<file path="src/rtl/event_pulse_gen.sv">
// Input conditioning for the event counter: synchronizes, debounces and converts
// the raw sensor and load button into single-cycle count_en / load_pulse strobes.
module event_pulse_gen #(
  parameter int DEBOUNCE_CYCLES = 50000,
  parameter int DB_W            = 16
) (
  input  logic clk,
  input  logic reset,
  input  logic sensor_in,
  input  logic load_btn,
  input  logic pause,
  output logic count_en,
  output logic load_pulse,
  output logic sensor_level
);

  localparam int SEN = 0;
  localparam int LD  = 1;
  localparam logic [DB_W-1:0] LIMIT = DB_W'(DEBOUNCE_CYCLES);
  localparam logic [DB_W-1:0] ONE   = DB_W'(1);

  typedef enum logic [1:0] {IDLE_LOW, CHECK_HIGH, IDLE_HIGH, CHECK_LOW} db_state_t;

  logic [1:0]            s1;
  logic [1:0]            s2;
  db_state_t             state     [2];
  db_state_t             state_nxt [2];
  logic [1:0][DB_W-1:0]  cnt;
  logic [1:0][DB_W-1:0]  cnt_nxt;
  logic [1:0]            stable;
  logic [1:0]            stable_nxt;
  logic [1:0]            rise;
  logic                  pending;
  logic                  pending_nxt;
  logic                  count_en_nxt;
  logic                  load_pulse_nxt;

  // Debounce: cnt holds the number of consecutive differing samples already seen,
  // so acceptance happens on the sample that makes the run DEBOUNCE_CYCLES long.
  always_comb begin
    for (int i = 0; i < 2; i++) begin
      state_nxt[i]  = state[i];
      cnt_nxt[i]    = cnt[i];
      stable_nxt[i] = stable[i];
      rise[i]       = 1'b0;
      unique case (state[i])
        IDLE_LOW: begin
          if (s2[i]) begin
            if (DEBOUNCE_CYCLES == 1) begin
              state_nxt[i]  = IDLE_HIGH;
              stable_nxt[i] = 1'b1;
              rise[i]       = 1'b1;
              cnt_nxt[i]    = LIMIT;
            end else begin
              state_nxt[i] = CHECK_HIGH;
              cnt_nxt[i]   = ONE;
            end
          end
        end
        CHECK_HIGH: begin
          if (!s2[i]) begin
            state_nxt[i] = IDLE_LOW;
            cnt_nxt[i]   = '0;
          end else if (cnt[i] + ONE == LIMIT) begin
            state_nxt[i]  = IDLE_HIGH;
            stable_nxt[i] = 1'b1;
            rise[i]       = 1'b1;
            cnt_nxt[i]    = LIMIT;
          end else begin
            cnt_nxt[i] = cnt[i] + ONE;
          end
        end
        IDLE_HIGH: begin
          if (!s2[i]) begin
            if (DEBOUNCE_CYCLES == 1) begin
              state_nxt[i]  = IDLE_LOW;
              stable_nxt[i] = 1'b0;
              cnt_nxt[i]    = LIMIT;
            end else begin
              state_nxt[i] = CHECK_LOW;
              cnt_nxt[i]   = ONE;
            end
          end
        end
        CHECK_LOW: begin
          if (s2[i]) begin
            state_nxt[i] = IDLE_HIGH;
            cnt_nxt[i]   = '0;
          end else if (cnt[i] + ONE == LIMIT) begin
            state_nxt[i]  = IDLE_LOW;
            stable_nxt[i] = 1'b0;
            cnt_nxt[i]    = LIMIT;
          end else begin
            cnt_nxt[i] = cnt[i] + ONE;
          end
        end
        default: begin
          state_nxt[i] = IDLE_LOW;
          cnt_nxt[i]   = '0;
        end
      endcase
    end
  end

  // Arbitration: load wins a same-edge collision; the count event is deferred one cycle.
  always_comb begin
    load_pulse_nxt = rise[LD];
    count_en_nxt   = pending | (rise[SEN] & ~pause & ~rise[LD]);
    pending_nxt    = rise[SEN] & ~pause & rise[LD];
  end

  // Register stage: synchronizers, FSM state and all outputs.
  always_ff @(posedge clk) begin
    if (reset) begin
      s1         <= '0;
      s2         <= '0;
      stable     <= '0;
      cnt        <= '0;
      pending    <= 1'b0;
      count_en   <= 1'b0;
      load_pulse <= 1'b0;
      state[0]   <= IDLE_LOW;
      state[1]   <= IDLE_LOW;
    end else begin
      s1         <= {load_btn, sensor_in};
      s2         <= s1;
      stable     <= stable_nxt;
      cnt        <= cnt_nxt;
      pending    <= pending_nxt;
      count_en   <= count_en_nxt;
      load_pulse <= load_pulse_nxt;
      state[0]   <= state_nxt[0];
      state[1]   <= state_nxt[1];
    end
  end

  assign sensor_level = stable[SEN];

endmodule
</file>
<file path="config.mk">
export PLATFORM = sky130hd
export DESIGN_NAME = event_pulse_gen
export DESIGN_NICKNAME = d
export VERILOG_FILES = /design/src/rtl/event_pulse_gen.sv
export SDC_FILE = /design/constraint.sdc
export NUM_CORES = 1
export LEC_CHECK = 0
export ABC_AREA = 0
export BUFFER_PORTS_ARGS = -buffer_cell sky130_fd_sc_hd__buf_2
export CAP_MARGIN = 15
export CORE_UTILIZATION = 56
export CTS_CLUSTER_SIZE = 40
export DETAILED_ROUTE_END_ITERATION = 16
export PLACE_DENSITY = 0.76
export SETUP_SLACK_MARGIN = 0.5
export SLEW_MARGIN = 20
export SYNTH_ARGS = -nofsm -noshare
export SYNTH_HDL_FRONTEND = slang
export SYNTH_SLANG_ARGS = --single-unit
</file>
<file path="constraint.sdc">
create_clock -name clk -period 2.35 [get_ports clk]
set_input_delay 0.47 -clock clk [delete_from_list [all_inputs] [get_ports clk]]
set_output_delay 0.47 -clock clk [all_outputs]
set_load 0.02 [all_outputs]
</file>
=== Word level (Yosys, flattened, before mapping) ===
Memories as Yosys holds them, arrays and structs flattened.
Cells that the tools add are included.
W data, S select, Z words.

* Register bits: 40
* Bits in writable memories: 4
* Output and inout port bits: 3
* Word-level logic and storage cells: 83
* Memories: 1

{| class="wikitable"
|+ Memories
! name !! words !! bits a word !! read ports !! clocked after memory_dff !! wr ports !! line !! RTL
|-
| state || 2 || 2 || 2 || 0 || 2 || 26 || <nowiki>db_state_t state [2];</nowiki>
|}

* Add/subtract/negate cells: 2
* Equality and inequality tests: 16
* Mux-type cells: 42
* Bitwise operators: 8
* Reductions and logical operators: 6

{| class="wikitable"
|+ Operators by type and width
! kind !! count
|-
| $mux W16 || 10
|-
| $pmux W16 S4 || 2
|-
| $add A16 B1 Y16 const B || 2
|-
| $eq A16 B16 Y1 const B || 2
|-
| $mux W2 || 14
|-
| $ne A2 B2 Y1 const B || 8
|-
| $pmux W2 S4 || 2
|-
| $mux W1 || 13
|-
| $eq A2 B2 Y1 const B || 4
|-
| $reduce_and A5 Y1 || 1
|-
| $eq A2 B1 Y1 const B || 2
|-
| $logic_not A2 Y1 || 2
|-
| $reduce_and A2 Y1 || 2
|-
| $and A1 B1 Y1 || 3
|-
| $or A1 B1 Y1 || 3
|-
| $not A1 Y1 || 2
|-
| $pmux W1 S2 || 1
|-
| $reduce_bool A2 Y1 || 1
|}

=== Longest topological paths before layout ===
* Depth after elaboration: 8
* Gate-level depth with buffers: 9

=== Least setup slack after synthesis ===
No wires, ideal clock.

* Path kind: register to register
* Start: register cnt[16] (netlist bit)
* End: register (tool-made name)
* Library setup time: 116 ps
* Data arrival time: 2130 ps
* Setup slack: 104 ps
* Stages on the path, launching flop included: 9
* Buffers on the path: 1
* Period minus slack after synthesis: 2246 ps
* Cells stage by stage: dfxtp_1 -> ha_1 -> nand4_1 -> o31a_1 -> nor4_1 -> a41oi_1 -> buf_2 -> o311a_1 -> a41o_1

{| class="wikitable"
|+ RTL lines
! what !! line !! RTL
|-
| start: declaration || 28 || <nowiki>logic [1:0][DB_W-1:0] cnt;</nowiki>
|-
| start signal: assignment || 128 || <nowiki>cnt <= cnt_nxt;</nowiki>
|}

==> Implementation_results.wiki <==
{| class="wikitable"
! Metric !! Value
|-
| Main synth FF type || dfxtp_1
|-
| Most frequent cells in the layout || buf_4 (48), nand2_1 (30), dfxtp_1 (24)
|-
| Number of buffers added on ports || 7
|-
| Vias per inst || 6.87
|-
| Post-Synthesis Cells || 342
|-
| Final wirelength || 8760 um
|-
| Overall overflow remaining after global route || 0
|-
| Critical Path Start Type || flip-flop
|-
| Achievable clock frequency || 444 MHz
|-
| Multi-input gate area in the final layout || 1880 um2
|-
| Cell area after synthesis || 2690 um2
|-
| Maximum number of pins on one net before global-route repair || 18
|-
| Wire length of the first global-routing pass || 12,600 um
|-
| Io pins || 8
|-
| Syn_nets || 353
|-
| Post-synthesis compound-gate area fraction || 20.6%
|-
| Detailed Place HPWL || 4880 um
|-
| Highest metal used || met4
|-
| Crit. End Element || flip-flop
|-
| Root Buffer || clkbuf_8
|-
| Final core occ || 79.2%
|-
| Max-slew violations || 0
|-
| Die Y || 71.3 um
|-
| Most common cell after layout, fill and taps aside || buf_4
|-
| Run status || completed
|-
| Worst skew pair latency || 0.32 ns
|-
| Clk slew on worst S/H paths || 0.09 ns
|-
| Total leakage power || 0.00128 uW
|-
| Vias in the first global route || 2,632
|-
| Setup violation total in the final timing report || 0
|-
| Worst Skew || 0.00920 ns
|-
| Length of routed met2 wiring || 3920 um
|-
| Starting density of the core || 60.1%
|-
| Warning count from the yosys run || 0
|-
| Post-synthesis mux area share || 1.49%
|-
| Final Critical Period || 2.25 ns
|-
| Worst supply voltage drop on vdd || 0.000353 V
|-
| Num Clock Sinks || 44
|-
| Arithmetic-cell share of the synthesized area counting full adders, half adders and majority gates || 2.79%
|-
| Hold Path Depth || 2
|-
| Number of cells in the finished layout apart from fillers || 447
|-
| DIE AREA || 5080 um2
|-
| Number of enable-type register cells in the synthesized netlist || 0
|-
| Final routed DRC violation total || 0
|-
| Final worst path period share || 95.9%
|-
| Width of the chip || 71.3 um
|-
| Worst-margin pin slew || 0.751 ns
|-
| Average wire per cell in the routed design || 19.6 um
|-
| Power consumption || 1520 uW
|-
| Critical path peak fanout || 7
|-
| Worst Reg-to-Reg Cells || 6
|-
| Initial antenna violation count || 0
|-
| Type of the tightest min-delay check || input port to flip-flop
|-
| Rows || 24
|-
| Required time at the endpoint of the critical path || 2.57 ns
|-
| Number of endpoints with negative hold slack in the final report || 0
|-
| Total routed wire length on the met1 layer || 3660 um
|-
| Number of distinct standard cells referenced by the synthesized netlist || 54
|-
| Fraction of final layout cells sized beyond drive strength 1 || 32.9%
|-
| Diode count || 0
|-
| Relative area change from synthesis to final layout || 31.9%
|-
| Unrepaired setup endpoints after global routing || yes
|-
| Category of the most critical setup path || flip-flop to flip-flop
|-
| Ys async rst share || 0%
|-
| Share of the yosys chip area belonging to registers || 32.8%
|-
| Number of levels in the clock H-tree || 2
|-
| Headroom to the max-slew limit || 49.5%
|-
| Arrival time at the worst endpoint || 2.47 ns
|-
| Met3 WL post-DR || 828 um
|-
| Nets || 405
|-
| Register area || 933 um2
|-
| Total via count in the routed design || 3,073
|-
| Post-Synth Simple-Gate Area || 33.3%
|-
| Filler cells || 274
|-
| Maximum capacitance violations || 0
|-
| Avg Synthesized Cell Area || 7.86 um2
|-
| Final hold slack || 0.352 ns
|-
| Combinational family with the most area after synthesis || simple AND/OR/NAND/NOR gates
|-
| Post-cts hold buffer count || 0
|-
| Overall global routing resource usage || 31.6%
|-
| Power density cells || 430 nW/um2
|-
| Share of the synthesized netlist area taken by xor and xnor gates || 3.58%
|-
| Detailed-router iteration count before antenna repair || 5
|-
| Cts bufs inserted || 5
|-
| Setup total negative slack || 0 ns
|-
| DP Cell Count || 410
|-
| #FFs+latches synth || 44
|-
| Antenna Violating Nets Remaining || 0
|-
| CTS tree || yes
|-
| Weighted congestion reported at the end of routability-driven placement || 0.946
|-
| First DRT Iteration DRCs || 462
|-
| Area of the placeable core || 4470 um2
|-
| Buffers from clock root to sink, at most || 2
|}
layout make-up:
class	count	area share [%]
clock inverters	2	0.988
well taps	52	1.84
inverters	15	1.59
repair buffers	64	14.2
flip-flops and latches	44	26.3
multi-input cells	264	53.1
clock buffers	6	2.05
through the flow:
step / setup slack [ns] / instance area [um2]
global route: 0.0346 / 3540
CTS: 0.159 / 3390
detailed placement: 0.0504 / 2960
finish: 0.0961 / 3540
floorplan: 0.172 / 2770
global placement: 0.117 / 2960
Yosys cell counts, drive strengths merged, types with 2 or more instances:
cell	number	area, um2
o311ai	7	61.3
or4b	2	20.0
a31oi	7	43.8
a211oi	3	22.5
nand4b	3	26.3
mux2i	4	40.0
a21o	2	15.0
xor2	10	87.6
nor3	11	55.1
clkbuf	11	43.8
nand2b	6	37.5
o21ai	23	115
nor2b	8	50.1
ha	6	75.1
o21a	2	15.0
nand3b	2	15.0
nor4	5	37.5
o211ai	5	51.3
nand3	21	118
and4	3	26.3
nor3b	3	22.5
nand2	33	124
or4	5	37.5
and2	5	31.3
dfxtp	44	881
and3	4	25.0
inv	15	56.3
nor2	22	82.6
o31ai	2	15.0
or3	3	18.8
a21oi	21	105
nand4	22	138
buf	8	46.3
per-layer routing:
metal  vias up  track usage (%)
met1      1439             44.7
li1       1384                -
met4         0             10.0
met3        44             7.45
met5         -                0
met2       206             47.5
state kept, by name (all words and copies together) (netlist names), named ones only:
name	cells
cnt	32
s1	2
s2	2
state	2
count_en	1
load_pulse	1
pending	1
stable	1
worst max-delay path: stages, from the launching register on:
cell     delay (ns)
dfxtp_4        0.39
nand4_1        0.24
nor4_4         0.32
mux2i_2        0.35
a41oi_2        0.21
or4_1          0.50
o211a_1        0.13
power by group:
group          switching [uW]  internal [uW]  leakage (uW)
Sequential               18.5            749      0.000369
Combinational            97.4           58.4      0.000852
Clock                     285            316     0.0000552
Total                     401           1120       0.00128
final timing paths:
check                  startpoint                       end  slack [ns]
max          cnt[22]$_SDFFE_PP0P_  state[0][2]$_SDFFE_PP0P_         0.1
min                     sensor_in          s1[0]$_SDFF_PP0_        0.35
max reg2reg  cnt[22]$_SDFFE_PP0P_  state[0][2]$_SDFFE_PP0P_         0.1
min reg2reg      s1[0]$_SDFF_PP0_          s2[0]$_SDFF_PP0_        0.46
cell families after synthesis:
logic type,count (synthesis)
buffers and inverters,34
adder cells (fa/ha/maj),6
AO/OA/AOI/OAI,82
flip-flops,44
XOR/XNOR,11
AND/OR/NAND/NOR,161
multiplexers,4
timing repair:
item,CTS,global route
resized for setup,58,26
setup endpoints to repair,28,29
pin swaps,25,23
setup buffers,18,11
(Power assumes the default switching activity.)
